File: src/rtl/uart_frame_demux.sv
// ============================================================================
// uart_frame_demux : assembles tagged words from a UART byte stream, stages
//                    them per channel and publishes all channels on a commit.
// Revision 1.0
// ============================================================================
`default_nettype none

module uart_frame_demux #(
   parameter int BYTES       = 2,
   parameter int TAG_W       = 4,
   parameter int NUM_CH      = 7,
   parameter int COMMIT_TAG  = 15,
   parameter int TIMEOUT_CYC = 1000
) (
   input  logic                                 clk,
   input  logic                                 rst,
   input  logic [7:0]                           rx_data,
   input  logic                                 rx_valid,
   output logic [NUM_CH*(8*BYTES-TAG_W)-1:0]    ch_data,
   output logic [NUM_CH-1:0]                    ch_upd,
   output logic                                 frame_valid,
   output logic                                 err_tag,
   output logic                                 err_timeout,
   output logic [7:0]                           err_cnt
);

   localparam int WORD_W = 8*BYTES;
   localparam int VAL_W  = WORD_W - TAG_W;
   localparam int DATA_W = NUM_CH*VAL_W;
   localparam int CNT_W  = (BYTES > 1) ? $clog2(BYTES+1) : 1;
   localparam int TO_W   = (TIMEOUT_CYC > 1) ? $clog2(TIMEOUT_CYC+1) : 1;

   localparam logic [0:0] S_IDLE = 1'b0;
   localparam logic [0:0] S_ACC  = 1'b1;

   logic [0:0]        state_q, state_d;
   logic [CNT_W-1:0]  cnt_q, cnt_d;
   logic [TO_W-1:0]   to_q, to_d;
   logic [WORD_W-1:0] word_q, word_d;
   logic              wvld_q, wvld_d;
   logic [DATA_W-1:0] stage_q, stage_d;
   logic [DATA_W-1:0] ch_data_q, ch_data_d;
   logic [NUM_CH-1:0] ch_upd_q, ch_upd_d;
   logic              frame_valid_q, frame_valid_d;
   logic              err_tag_q, err_tag_d;
   logic              err_timeout_q, err_timeout_d;
   logic [7:0]        err_cnt_q, err_cnt_d;

   logic [TAG_W-1:0]  w_tag;
   logic [VAL_W-1:0]  w_val;
   logic [1:0]        w_inc;
   logic [8:0]        w_sum;

   assign w_tag = word_q[WORD_W-1 -: TAG_W];
   assign w_val = word_q[VAL_W-1:0];

   // Byte assembly; cnt_q is the index of the next byte, counted from the MSB.
   always_comb begin
      state_d       = state_q;
      cnt_d         = cnt_q;
      to_d          = to_q;
      word_d        = word_q;
      wvld_d        = 1'b0;
      err_timeout_d = 1'b0;
      if (rx_valid) begin
         for (int b = 0; b < BYTES; b++) begin
            if (CNT_W'(b) == cnt_q)
               word_d[WORD_W-1-8*b -: 8] = rx_data;
         end
      end
      case (state_q)
         S_IDLE: begin
            to_d = '0;
            if (rx_valid) begin
               if (BYTES == 1) begin
                  wvld_d = 1'b1;
               end else begin
                  cnt_d   = CNT_W'(1);
                  state_d = S_ACC;
               end
            end
         end
         S_ACC: begin
            if (rx_valid) begin
               to_d = '0;
               if (cnt_q == CNT_W'(BYTES-1)) begin
                  wvld_d  = 1'b1;
                  cnt_d   = '0;
                  state_d = S_IDLE;
               end else begin
                  cnt_d = cnt_q + CNT_W'(1);
               end
            end else if (to_q == TO_W'(TIMEOUT_CYC-1)) begin
               // This idle cycle is the TIMEOUT_CYC-th: drop the partial word.
               err_timeout_d = 1'b1;
               to_d          = '0;
               cnt_d         = '0;
               state_d       = S_IDLE;
            end else begin
               to_d = to_q + TO_W'(1);
            end
         end
         default: begin
            state_d = S_IDLE;
            cnt_d   = '0;
            to_d    = '0;
         end
      endcase
   end

   // Registered decode of the word completed on the previous edge.
   always_comb begin
      stage_d       = stage_q;
      ch_data_d     = ch_data_q;
      ch_upd_d      = '0;
      frame_valid_d = 1'b0;
      err_tag_d     = 1'b0;
      if (wvld_q) begin
         if (w_tag == '0) begin
            err_tag_d = 1'b0;
         end else if (int'(w_tag) <= NUM_CH) begin
            for (int k = 0; k < NUM_CH; k++) begin
               if (int'(w_tag) == k+1) begin
                  stage_d[k*VAL_W +: VAL_W] = w_val;
                  ch_upd_d[k]               = 1'b1;
               end
            end
         end else if (int'(w_tag) == COMMIT_TAG) begin
            ch_data_d     = stage_q;
            frame_valid_d = 1'b1;
         end else begin
            err_tag_d = 1'b1;
         end
      end
      w_inc     = {1'b0, err_tag_d} + {1'b0, err_timeout_d};
      w_sum     = {1'b0, err_cnt_q} + {7'b0, w_inc};
      err_cnt_d = w_sum[8] ? 8'hFF : w_sum[7:0];
   end

   always_ff @(posedge clk or posedge rst) begin
      if (rst) begin
         state_q       <= S_IDLE;
         cnt_q         <= '0;
         to_q          <= '0;
         word_q        <= '0;
         wvld_q        <= 1'b0;
         stage_q       <= '0;
         ch_data_q     <= '0;
         ch_upd_q      <= '0;
         frame_valid_q <= 1'b0;
         err_tag_q     <= 1'b0;
         err_timeout_q <= 1'b0;
         err_cnt_q     <= '0;
      end else begin
         state_q       <= state_d;
         cnt_q         <= cnt_d;
         to_q          <= to_d;
         word_q        <= word_d;
         wvld_q        <= wvld_d;
         stage_q       <= stage_d;
         ch_data_q     <= ch_data_d;
         ch_upd_q      <= ch_upd_d;
         frame_valid_q <= frame_valid_d;
         err_tag_q     <= err_tag_d;
         err_timeout_q <= err_timeout_d;
         err_cnt_q     <= err_cnt_d;
      end
   end

   assign ch_data     = ch_data_q;
   assign ch_upd      = ch_upd_q;
   assign frame_valid = frame_valid_q;
   assign err_tag     = err_tag_q;
   assign err_timeout = err_timeout_q;
   assign err_cnt     = err_cnt_q;

endmodule

`default_nettype wire

File: config.mk
export PLATFORM = sky130hd
export DESIGN_NAME = uart_frame_demux
export DESIGN_NICKNAME = d
export VERILOG_FILES = /design/src/rtl/uart_frame_demux.sv
export SDC_FILE = /design/constraint.sdc
export NUM_CORES = 1
export LEC_CHECK = 0
export BUFFER_PORTS_ARGS = -buffer_cell sky130_fd_sc_hd__buf_4
export CORE_ASPECT_RATIO = 0.6
export CORE_MARGIN = 1.5
export CORE_UTILIZATION = 45
export CTS_CLUSTER_SIZE = 20
export DETAILED_ROUTE_END_ITERATION = 6
export GPL_TIMING_DRIVEN = 0
export SYNTH_ARGS = -nofsm -noshare
export SYNTH_HDL_FRONTEND = slang
export SYNTH_SLANG_ARGS = --single-unit
File: constraint.sdc
create_clock -name clk -period 7.7 [get_ports clk]
set_input_delay 0.77 -clock clk [delete_from_list [all_inputs] [get_ports clk]]
set_output_delay 0.77 -clock clk [all_outputs]
set_load 0.05 [all_outputs]
Yosys cells after proc, flatten, opt, wreduce, memory -nomap -nowiden. Index checks and enable logic that the tools add are counted.

Register bits: 216. Bits in latches: 0. RAM bits: 0. Bits in read-only memories: 0. Word-level logic and storage cells: 91. Memories: 0.

Add/subtract/negate cells: 4. $mul: 0. Div/mod/pow operators: 0. Order comparisons: 1. Equal/unequal tests: 13. Shift operators: 0. Multiplexer cells: 38. Bitwise operators: 3. Reduce and logical (&&, ||, !) cells: 13.

Operator list (number): AND reduction 4 bit (8); 2-to-1 mux 1 bit (25); 2-to-1 mux 7 bit (3); 2-to-1 mux 10 bit (2); case mux 10 bit (2 select lines) (1); equality test 4 bit, second input constant (4); adder 10 x 1 -> 10 bit, second input constant (1); equality test 10 bit, second input constant (1); adder 8 x 2 -> 9 bit (1); equality test 4 x 3 -> 1 bit, second input constant (2); 2-to-1 mux 2 bit (4); 2-to-1 mux 8 bit (1); AND reduction 2 bit (3); equality test 4 x 1 -> 1 bit, second input constant (1); equality test 4 x 2 -> 1 bit, second input constant (1); less-or-equal comparator 4 x 3 -> 1 bit, second input constant (1); logical NOT 4 bit (1); case mux 2 bit (2 select lines) (1); != test 3 x 2 -> 1 bit, second input constant (1); NOT 1 bit (3); adder 1 x 1 -> 2 bit (1); adder 2 x 1 -> 2 bit, second input constant (1); equality test 1 x 2 -> 1 bit, first input constant (1); equality test 2 x 1 -> 1 bit, second input constant (1); other kinds (3) (3).

Longest topological paths before layout. Gate-level depths: netlist (run 1).

Depth after elaboration: 8. Mapped depth: 11.

Worst setup path before layout (run 1). OpenSTA, ideal clock, no wires.

Path kind: reg-to-reg. From: register to_q[0]. To: register err_cnt_q[6] (netlist: err_cnt[6]). Setup time: 122 ps. Arrival time: 2147 ps. Setup slack: 5431 ps. Cell stages (with the launch flop): 12. Buffers on the path: 0. Clock period less this slack: 2269 ps. Cell sequence: dfrtp_1 -> ha_1 -> nand4bb_1 -> nor3_1 -> nand2_1 -> fa_1 -> inv_1 -> ha_1 -> and3_1 -> nand4_1 -> nor2_1 -> nor2_1.

Longest elaborated chain between the ends: 7.

RTL lines: start, declared (line 38) `logic [TO_W-1:0] to_q, to_d;`; start signal, assigned (line 157) `to_q <= to_d;`; equality test 10 bit (line 93) `end else if (to_q == TO_W'(TIMEOUT_CYC-1)) begin`; 2-to-1 mux 1 bit (line 93); 2-to-1 mux 1 bit (line 84) `if (rx_valid) begin`; 2-to-1 mux 1 bit (line 71) `case (state_q)`; adder 1 x 1 -> 2 bit (line 135) `w_inc = {1'b0, err_tag_d} + {1'b0, err_timeout_d};`; adder 8 x 2 -> 9 bit (line 136) `w_sum = {1'b0, err_cnt_q} + {7'b0, w_inc};`; 2-to-1 mux 8 bit (line 137) `err_cnt_d = w_sum[8] ? 8'hFF : w_sum[7:0];`; named net err_cnt_d[6] (line 47) `logic [7:0] err_cnt_q, err_cnt_d;`; end signal, assigned (line 166) `err_cnt_q <= err_cnt_d;`; end, declared (line 47).

The timed path passes the listed nets, and every way through them passes these cells. A chain may end at the register's enable or synchronous reset.

Worst setup path after layout (run 1). Ends and elaborated chain as after synthesis.

==> results of run 1 <==
worst max-delay path by stage:
stage / to / slack [ns] / cells past startpoint
after floorplan: ch_data[0] / 1.02 / 1
after global placement: err_cnt[2] / -1.04 / 2
after CTS: err_cnt[6] / 5.09 / 11
after detailed placement: err_cnt[6] / 5.09 / 11
after global routing: err_cnt[6] / 4.84 / 11
final: err_cnt[6] / 5.07 / 11
report_power, final:
group	internal, W	leakage [nW]	switching, W
Sequential	0.00147	2.88	0.000252
Combinational	0.000440	1.89	0.000659
Clock	0.000580	0.319	0.000406
layout make-up:
class,count,area (um^2)
fill,1471,7908
sequential,216,5405
multi-input combinational,281,2651
timing repair buffer,113,868.3
clock buffer,31,613.1
tap,240,300.3
buffer,18,125.1
inverter,13,56.30
clock inverter,3,42.54
antenna,1,2.502
state kept, by name, summed over array words and instances (netlist names):
signal	count
ch_data	84
ch_upd	7
cnt_q	2
err_cnt	8
err_tag	1
err_timeout	1
frame_valid	1
stage_q	84
state_q	1
to_q	10
word_q	16
wvld_q	1
cells in the final DEF, fill, tap and decap left out, drive strengths merged:
cell type	count
dfrtp	216
mux2	186
buf	130
clkbuf	32
nor2	20
nand2	17
inv	13
nand3	6
nand2b	6
a31oi	6
a21oi	5
nand4	4
or3	3
and3	3
o21ai	3
xnor2	3
nor3	2
and4	2
xor2	2
ha	2
nor3b	2
diode	1
nand3b	1
and2b	1
nand4bb	1
o211ai	1
or2	1
o311ai	1
nor4	1
nor2b	1
fa	1
bufinv	1
clkinvlp	1
clkinv	1
cells in the mapped netlist (all sizes together):
master,instances
nand2,17
fa,1
nand4,4
nand3,6
xor2,2
o21ai,3
buf,17
and3,3
inv,13
o211ai,1
or2,1
ha,2
dfrtp,216
nor2b,1
and2b,1
a21oi,5
o311ai,1
nor3,2
clkbuf,1
xnor2,3
nor4,1
nor2,20
nand3b,1
and4,2
a31oi,6
nand2b,6
or3,3
mux2,186
nand4bb,1
nor3b,2
through the flow:
step           cell area, um^2  worst slack, ns  std cells  hold WS, ns
2_1_floorplan             8230            1.022        528       0.4545
3_3_place_gp              9371           -1.036        880       0.4760
4_1_cts                  10060            5.085        915       0.4177
5_1_grt                  10060            4.839        915       0.4362
3_5_place_dp              9407            5.094        881       0.4813
6_report                 10060            5.066        916       0.3870
kinds of logic (layout without fill, tap and decap cells):
logic type,after synthesis,in the layout
compound gates,16,16
xor+xnor,5,5
fa+ha+maj,3,3
buf+inv,31,178
flops,216,216
mux,186,186
other cells,0,1
simple gates,71,71
critical path, stage by stage (launching register included):
cell	delay, ns
dfrtp_1	0.38
ha_1	0.25
nand4bb_1	0.23
nor3_1	0.30
nand2_1	0.16
fa_1	0.38
inv_1	0.09
ha_1	0.22
and3_1	0.26
nand4_1	0.11
nor2_1	0.11
nor2_1	0.04
routing by layer:
metal / wire [um] / up-vias / track usage [%] / part of all wire [%]
met4: 264 / 0 / 3.721 / 1.6
met3: 818 / 23 / 3.919 / 4.9
met2: 7503 / 89 / 28.24 / 45
met1: 8255 / 2384 / 27.11 / 49
met5: 0 / - / 0 / 0
li1: - / 2117 / - / -
==> metrics.yaml, run 1 <==
outcome:
  run_status: "completed"
clock_tree:
  post_cts_buffers: 0
  cts_buffers: 21
  cts_resized: 0
  htreeDepth: 1
  clock_latency_ns: 0.49
  cts.sinks: 216
  clk_pin_slew_ns: 0.06
  cts_buffer_depth: 3
  cts_tree: "built"
  cts_hold_buf: 0
  root_buffer: "clkbuf_16"
routing:
  avgRoutedWirePerCell_um: 18.39
  wl_um: 16840
  num_vias: 4613
  drt-initial-drc-count: 230
  dr.pass1.iters: 4
  route.detailed.drc: 0
  via_per_inst: 5.036
  detail-route-antenna-nets: 0
synth:
  synth_compound_area_share_pct: 1.140
  ys_seq_area_share_pct: 65.67
  synth_cell_types: 34
  yosysTopAreaCell: "dfrtp_1"
  netlist.area_leader.share_pct: 65.67
  synth-simple-area-share_pct: 4.545
  syn_area_per_cell_um2: 15.59
  ys_warn_count: 0
  synth_top_family_by_area: "multiplexers"
  syn_inst: 528
  synth_area_um2: 8230
  ys_ff_latch: 216
  synth-xor-area-share_pct: 0.5321
  synth_nets: 542
  synthAdderAreaFrac_pct: 0.5473
  yosys-top-cells-area: "dfrtp_1, mux2_2, nor2_1"
  synthMuxAreaShare_pct: 25.45
grt:
  grt_pass1_vias: 4758
  grt_pass1_wl_um: 26630
  grt-ovfl-total: 0
  antenna_found_initial: 0
  grt_max_degree: 119
  track_usage_pct: 18.42
floorplanning:
  die_w_um: 177.6
  fp.dieArea_um2: 19140
  num_rows: 38
  die_h_um: 107.8
  start_util_pct: 45.80
  coreArea_um2: 17970
  ios: 113
sta:
  period_share_pct: 34.21
  fmax_mhz: 379.7
  maxSlewHeadroom_pct: 52.65
  finalSetupViolations: 0
  slew_viol_final: 0
  rsz0062_at_grt: "no"
  tns_ns: 0
  period_minus_slack_ns: 2.634
  hold_violations: 0
  max_slew.worst_pin.slew_ns: 0.7072
  skew_ns: 0.007521
critical_path:
  timing.rr.start: "to_q[0]"
  crit_arrival_ns: 3.01
  worstSetupEndpointType: "register"
  crit_start: "to_q[0]"
  crit_path_start_kind: "register"
  rr_worst_depth: 11
  path_class: "reg2reg"
  r2r_setup_slack_ns: 5.07
  reg2reg_to: "err_cnt[6]"
  crit_fanout: 5
  required_ns: 8.08
pwr:
  powerDensity_nw_per_um2: 378.7
  worst_ir_drop_vdd_v: 0.0001963
  leakage_nw: 5.096
  fin_total_pwr_w: 0.003811
placed_design:
  gp_congestion: 0.8097
  dp_hpwl_um: 11420
  port_buffers: 112
layout:
  layout.nets: 678
  fin_util_pct: 56.00
  drive_gt1_share_pct: 51.70
  area_growth_syn_to_layout_pct: 22.29
flow_run:
  drv_cap: 0
hold_path:
  worstHoldPathType: "in2async"
(Power assumes the default switching activity.)
==> inputs of run 2 (changes only) <==
Settings changed: PLACE_DENSITY from default to 0.67.
Clock period 7.7 ns to 2.4 ns, I/O delays scaled along.
==> metrics.yaml, run 2 (synthesis results as in run 1) <==
outcome:
  run_status: "completed"
pwr:
  p_int_w: 0.007919  # +220%
  swShare_pct: 34.98  # +0.41 points
  worst_ir_drop_vdd_v: 0.001023  # +420%
  seqPwrFrac_pct: 45.7  # +0.4 points
  powerDensity_nw_per_um2: 1181  # +210%
  p_sw_w: 0.004260  # +220%
  p_comb_share_pct: 29.5  # +0.7 points
  p_clk_share_pct: 24.8  # -1.1 points
  leakage_nw: 5.190  # +1.8%
critical_path:
  worstSetupEndpointType: "register"
  crit_fanout: 4  # -1
  rr_worst_depth: 9  # -2
  crit_arrival_ns: 2.70  # -0.31 ns
  r2r_setup_slack_ns: 0.08  # -4.99 ns
  path_class: "reg2reg"
  crit_end: "err_cnt[7]"
  required_ns: 2.78  # -5.30 ns
  timing.rr.start: "to_q[0]"
  reg2reg_to: "err_cnt[7]"
  crit_start: "to_q[0]"
  crit_path_start_kind: "register"
clock_tree:
  htreeDepth: 1  # unchanged
  clk_pin_slew_ns: 0.06  # about the same
  cts_tree: "built"
  clock_latency_ns: 0.49  # about the same
  cts.sinks: 216  # unchanged
  root_buffer: "clkbuf_16"
  cts_buffers: 20  # -4.8%
  cts_buffer_depth: 3  # unchanged
layout:
  area_growth_syn_to_layout_pct: 25.30
  layout.nets: 698  # +2.9%
  final_cell_count_no_fill: 937  # +2.3%
  multi_input_area_um2: 2709  # +2.2%
  final_cell_mix: "dfrtp_1, mux2_2, buf_4, nor2_1, clkbuf_16"
  drive_gt1_share_pct: 52.09  # +0.38 points
  ff_latch_area_um2: 5405  # unchanged
  fin_area_um2: 10310  # +2.5%
  filler_cell_count: 1382  # -6.1%
  fin_util_pct: 57.38  # +1.4 points
  final_common_cell: "dfrtp_1"
routing:
  route.detailed.drc: 0  # unchanged
  wl_um: 17270  # +2.5%
  via_per_inst: 5.076  # +0.79%
  avgRoutedWirePerCell_um: 18.43  # +0.21%
  num_vias: 4756  # +3.1%
  detail-route-antenna-nets: 0  # unchanged
  drt-initial-drc-count: 177  # -23%
  dr.pass1.iters: 4  # unchanged
sta:
  period_minus_slack_ns: 2.322  # -0.3115 ns
  hold_ws_ns: 0.2953  # -0.09172 ns
  maxSlewHeadroom_pct: 49.66  # -3.0 points
  skew_ns: 0.01338  # +0.005863 ns
  hold_violations: 0  # unchanged
  fmax_mhz: 430.6  # +13%
  slew_viol_final: 0  # unchanged
  max_slew.worst_pin.slew_ns: 0.7518  # +0.04464 ns
  finalSetupViolations: 0  # unchanged
  final.setup.worst_slack_ns: 0.07766  # -4.988 ns
  period_share_pct: 96.76  # +63 points
floorplanning:
  die_h_um: 107.8  # unchanged
  ios: 113  # unchanged
  num_rows: 38  # unchanged
  fp.dieArea_um2: 19140  # unchanged
  coreArea_um2: 17970  # unchanged
  start_util_pct: 45.80  # unchanged
  die_w_um: 177.6  # unchanged
grt:
  grt_max_degree: 45  # -62%
  grt-ovfl-total: 0  # unchanged
  antenna_found_initial: 2  # +2
  grt_pass1_vias: 4984  # +4.7%
  track_usage_pct: 19.05  # +0.63 points
  grt_pass1_wl_um: 27890  # +4.7%
placed_design:
  dp.cells: 885  # +0.45%
  dp_hpwl_um: 12000  # +5.0%
  placed_area_um2: 9475  # +0.73%
  dp_slack_ns: -0.2362  # -5.330 ns
  port_buffers: 112  # unchanged
  gp_congestion: 0.7730  # -4.5%
flow_run:
  drv_cap: 0  # unchanged
hold_path:
  worstHoldPathType: "in2async"
run 2: cell count changes in the layout (fill, tap and decap cells not counted), sizes merged:
cell / delta
buf: +11
dlygate4sd3: +10
inv: -1
diode: +1
clkbuf: -1
clkinvlp: +1
run 2: power groups by stage:
stage | Sequential, W | Combinational (W) | Clock (W)
after global placement | 0.00557 | 0.00350 | 0
after global routing | 0.00572 | 0.00380 | 0.00328
final | 0.00556 | 0.00359 | 0.00303
after detailed placement | 0.00564 | 0.00359 | 0
after floorplan | 0.00675 | 0.00117 | 0
after CTS | 0.00558 | 0.00362 | 0.00312
run 2: repair_timing:
action / 4_1_cts / 5_1_grt
hold buffers: 10 / 0
buffers inserted: 4 / 3
hold endpoints to repair: 31 / 0
resized for setup: 6 / 3
endpoints found under the setup margin: 6 / 6
pin swaps: 1 / 2
run 2: how the worst min path moves through the flow:
stage | end | slack, ns | depth (start not counted)
2_1_floorplan | state_q | 0.35 | 2
3_3_place_gp | ch_data[42] | 0.48 | 1
3_5_place_dp | ch_data[4] | 0.25 | 2
4_1_cts | word_q[4] | 0.28 | 3
5_1_grt | word_q[4] | 0.32 | 3
6_report | word_q[4] | 0.30 | 3
run 2: cell type report:
class	count	share of cell area, %
well taps	240	2.912
plain buffers	18	1.213
clock buffers	30	5.508
diodes	2	0.04853
multi-input cells	281	26.27
flip-flops and latches	216	52.41
repair buffers	134	10.60
inverters	13	0.5096
clock inverters	3	0.5217
run 2: worst max-delay path, cell delays in order, from the launching register on:
cell	delay [ns]
dfrtp_1	0.40
ha_4	0.19
nand4bb_4	0.14
nor3_4	0.15
nand2_1	0.12
fa_1	0.37
inv_1	0.13
and4_1	0.29
nand4_1	0.12
mux2_2	0.29
run 2: stage by stage:
step                setup TNS, ns  power, W
detailed placement        -0.8935  0.009233
global placement          -368.00  0.009062
finish                          0   0.01218
global route             -0.04176   0.01281
CTS                             0   0.01232
floorplan                 -140.86  0.007919
run 2: metal layers:
metal / up-vias / wire, um / global-route usage [%]
met4: 0 / 257 / 3.241
met1: 2443 / 7841 / 26.85
met3: 24 / 1164 / 4.732
met5: - / 0 / 0
met2: 121 / 8002 / 30.36
li1: 2168 / - / -
==> inputs of run 3 (changes only) <==
Settings changed: GPL_TIMING_DRIVEN 0 to default.
==> metrics.yaml, run 3 (synthesis results as in run 1) <==
routing:
  route.detailed.drc: 0  # unchanged
  drt-initial-drc-count: 275  # +55%
  via_per_inst: 5.234  # +3.1%
  avgRoutedWirePerCell_um: 19.06  # +3.4%
  dr.pass1.iters: 4  # unchanged
  detail-route-antenna-nets: 0  # unchanged
  num_vias: 4815  # +1.2%
  wl_um: 17530  # +1.5%
outcome:
  run_status: "completed"
floorplanning:
  ios: 113  # unchanged
  num_rows: 38  # unchanged
  die_w_um: 177.6  # unchanged
  coreArea_um2: 17970  # unchanged
  fp.dieArea_um2: 19140  # unchanged
  die_h_um: 107.8  # unchanged
  start_util_pct: 45.80  # unchanged
layout:
  fin_util_pct: 56.43  # -0.95 points
  area_growth_syn_to_layout_pct: 23.23
  final_cell_mix: "dfrtp_1, mux2_2, buf_4, clkbuf_16, nor2_1"
  layout.nets: 679  # -2.7%
  filler_cell_count: 1459  # +5.6%
  multi_input_area_um2: 2694  # -0.55%
  fin_area_um2: 10140  # -1.7%
  final_common_cell: "dfrtp_1"
  drive_gt1_share_pct: 52.14  # about the same
  ff_latch_area_um2: 5405  # unchanged
clock_tree:
  cts_buffer_depth: 3  # unchanged
  clock_latency_ns: 0.49  # about the same
  cts_tree: "built"
  htreeDepth: 1  # unchanged
  root_buffer: "clkbuf_16"
  cts_buffers: 20  # unchanged
  cts.sinks: 216  # unchanged
  clk_pin_slew_ns: 0.06  # about the same
placed_design:
  placed_area_um2: 9355  # -1.3%
  dp_slack_ns: -0.01045  # +0.2258 ns
  dp_hpwl_um: 11380  # -5.2%
  port_buffers: 112  # unchanged
  gp_congestion: 0.8087  # +4.6%
grt:
  grt_max_degree: 112  # +150%
  track_usage_pct: 18.93  # -0.12 points
  grt-ovfl-total: 0  # unchanged
  antenna_found_initial: 1  # -1
  grt_pass1_wl_um: 27620  # -0.96%
  grt_pass1_vias: 4949  # -0.70%
critical_path:
  worstSetupEndpointType: "register"
  cpPeakStageDelay_ns: 0.40  # about the same
  required_ns: 2.78  # about the same
  critical-path-slowest-cell: "dfrtp_1"
  crit_chain: "ha_2, nand4bb_1, nor3_2, nand2_2, fa_2, inv_2, ha_4, and3_4, nand4_1, nor2_1, nor2_1"
  path_class: "reg2reg"
  timing.rr.start: "to_q[0]"
  path_buf_inv: 1  # unchanged
  crit_path_start_kind: "register"
  critPathTopFamily: "simple AND/OR/NAND/NOR gates"
  crit_start: "to_q[0]"
  crit_arrival_ns: 2.70  # about the same
  crit_fanout: 5  # +1
  crit_top_cell: "nor2_1"
pwr:
  powerDensity_nw_per_um2: 1201  # +1.7%
  fin_total_pwr_w: 0.01218  # about the same
  worst_ir_drop_vdd_v: 0.0009145  # -11%
  leakage_nw: 5.072  # -2.3%
sta:
  max_slew.worst_pin.slew_ns: 0.7701  # +0.01829 ns
  finalSetupViolations: 0  # unchanged
  maxSlewHeadroom_pct: 48.66  # -1.0 points
  final.setup.worst_slack_ns: 0.07543  # -0.002221 ns
  tns_ns: 0  # unchanged
  fmax_mhz: 430.2  # about the same
  skew_ns: 0.006633  # -0.006750 ns
  period_share_pct: 96.86  # about the same
  hold_violations: 0  # unchanged
  rsz0062_at_grt: "yes"
  period_minus_slack_ns: 2.325  # +0.002221 ns
  slew_viol_final: 0  # unchanged
flow_run:
  drv_cap: 0  # unchanged
hold_path:
  min-delay-start: "rx_data[3]"
  worstHoldPathType: "in2reg"
==> run 3: worst register-to-register path, cell delays in order (launching register included) <==
cell       delay, ns
dfrtp_1         0.40
ha_2            0.20
nand4bb_1       0.16
nor3_2          0.27
nand2_2         0.10
fa_2            0.35
inv_2           0.09
ha_4            0.14
and3_4          0.21
nand4_1         0.11
nor2_1          0.13
nor2_1          0.05
==> run 3: metrics by stage <==
stage	hold WS, ns	cells
after floorplan	0.3537	528
after global placement	0.4664	870
after detailed placement	0.4847	870
after CTS	0.0009001	912
after global routing	0.002805	919
final	0.01221	920
==> run 3: area by class of cell <==
| type | count | share of cell area, % |
|---|---|---|
| repair buffers | 133 | 10.41 |
| multi-input cells | 281 | 26.56 |
| diodes | 1 | 0.02467 |
| inverters | 13 | 0.5181 |
| well taps | 240 | 2.961 |
| clock buffers | 32 | 5.983 |
| clock inverters | 4 | 0.2467 |
| flip-flops and latches | 216 | 53.29 |
==> run 3: path summary, 6_finish.rpt <==
kind                            depth (start not counted)  slack, ns          end
worst max-delay path                                   11       0.08   err_cnt[6]
worst min register to register                          1       0.49  ch_data[41]
worst min-delay path                                    2       0.01   word_q[11]
worst max register to register                         11       0.08   err_cnt[6]
max in group asynchronous                               4       1.45  stage_q[14]
min in group asynchronous                               4       0.49   ch_data[4]
==> run 3: per-layer routing <==
metal	global-route usage, %	part of all wire, %	up-vias
met5	0	0	-
met4	4.442	2.0	0
met3	4.838	6.4	35
met2	30.11	47	134
met1	26.16	45	2518
li1	-	-	2128
==> run 3: timing repair <==
item / CTS / global route
gates cloned: 0 / 0
pin swaps: 0 / 4
resized for setup: 2 / 10
buffers inserted: 0 / 5
hold endpoints to repair: 141 / 3
hold buffers: 6 / 2
endpoints found under the setup margin: 1 / 6
==> run 3: where the power goes <==
part	total [W]	internal (W)	switching (W)
Combinational	0.00356	0.00143	0.00214
Clock	0.00304	0.00174	0.00130
Sequential	0.00558	0.00473	0.000852
Total	0.0122	0.00789	0.00429
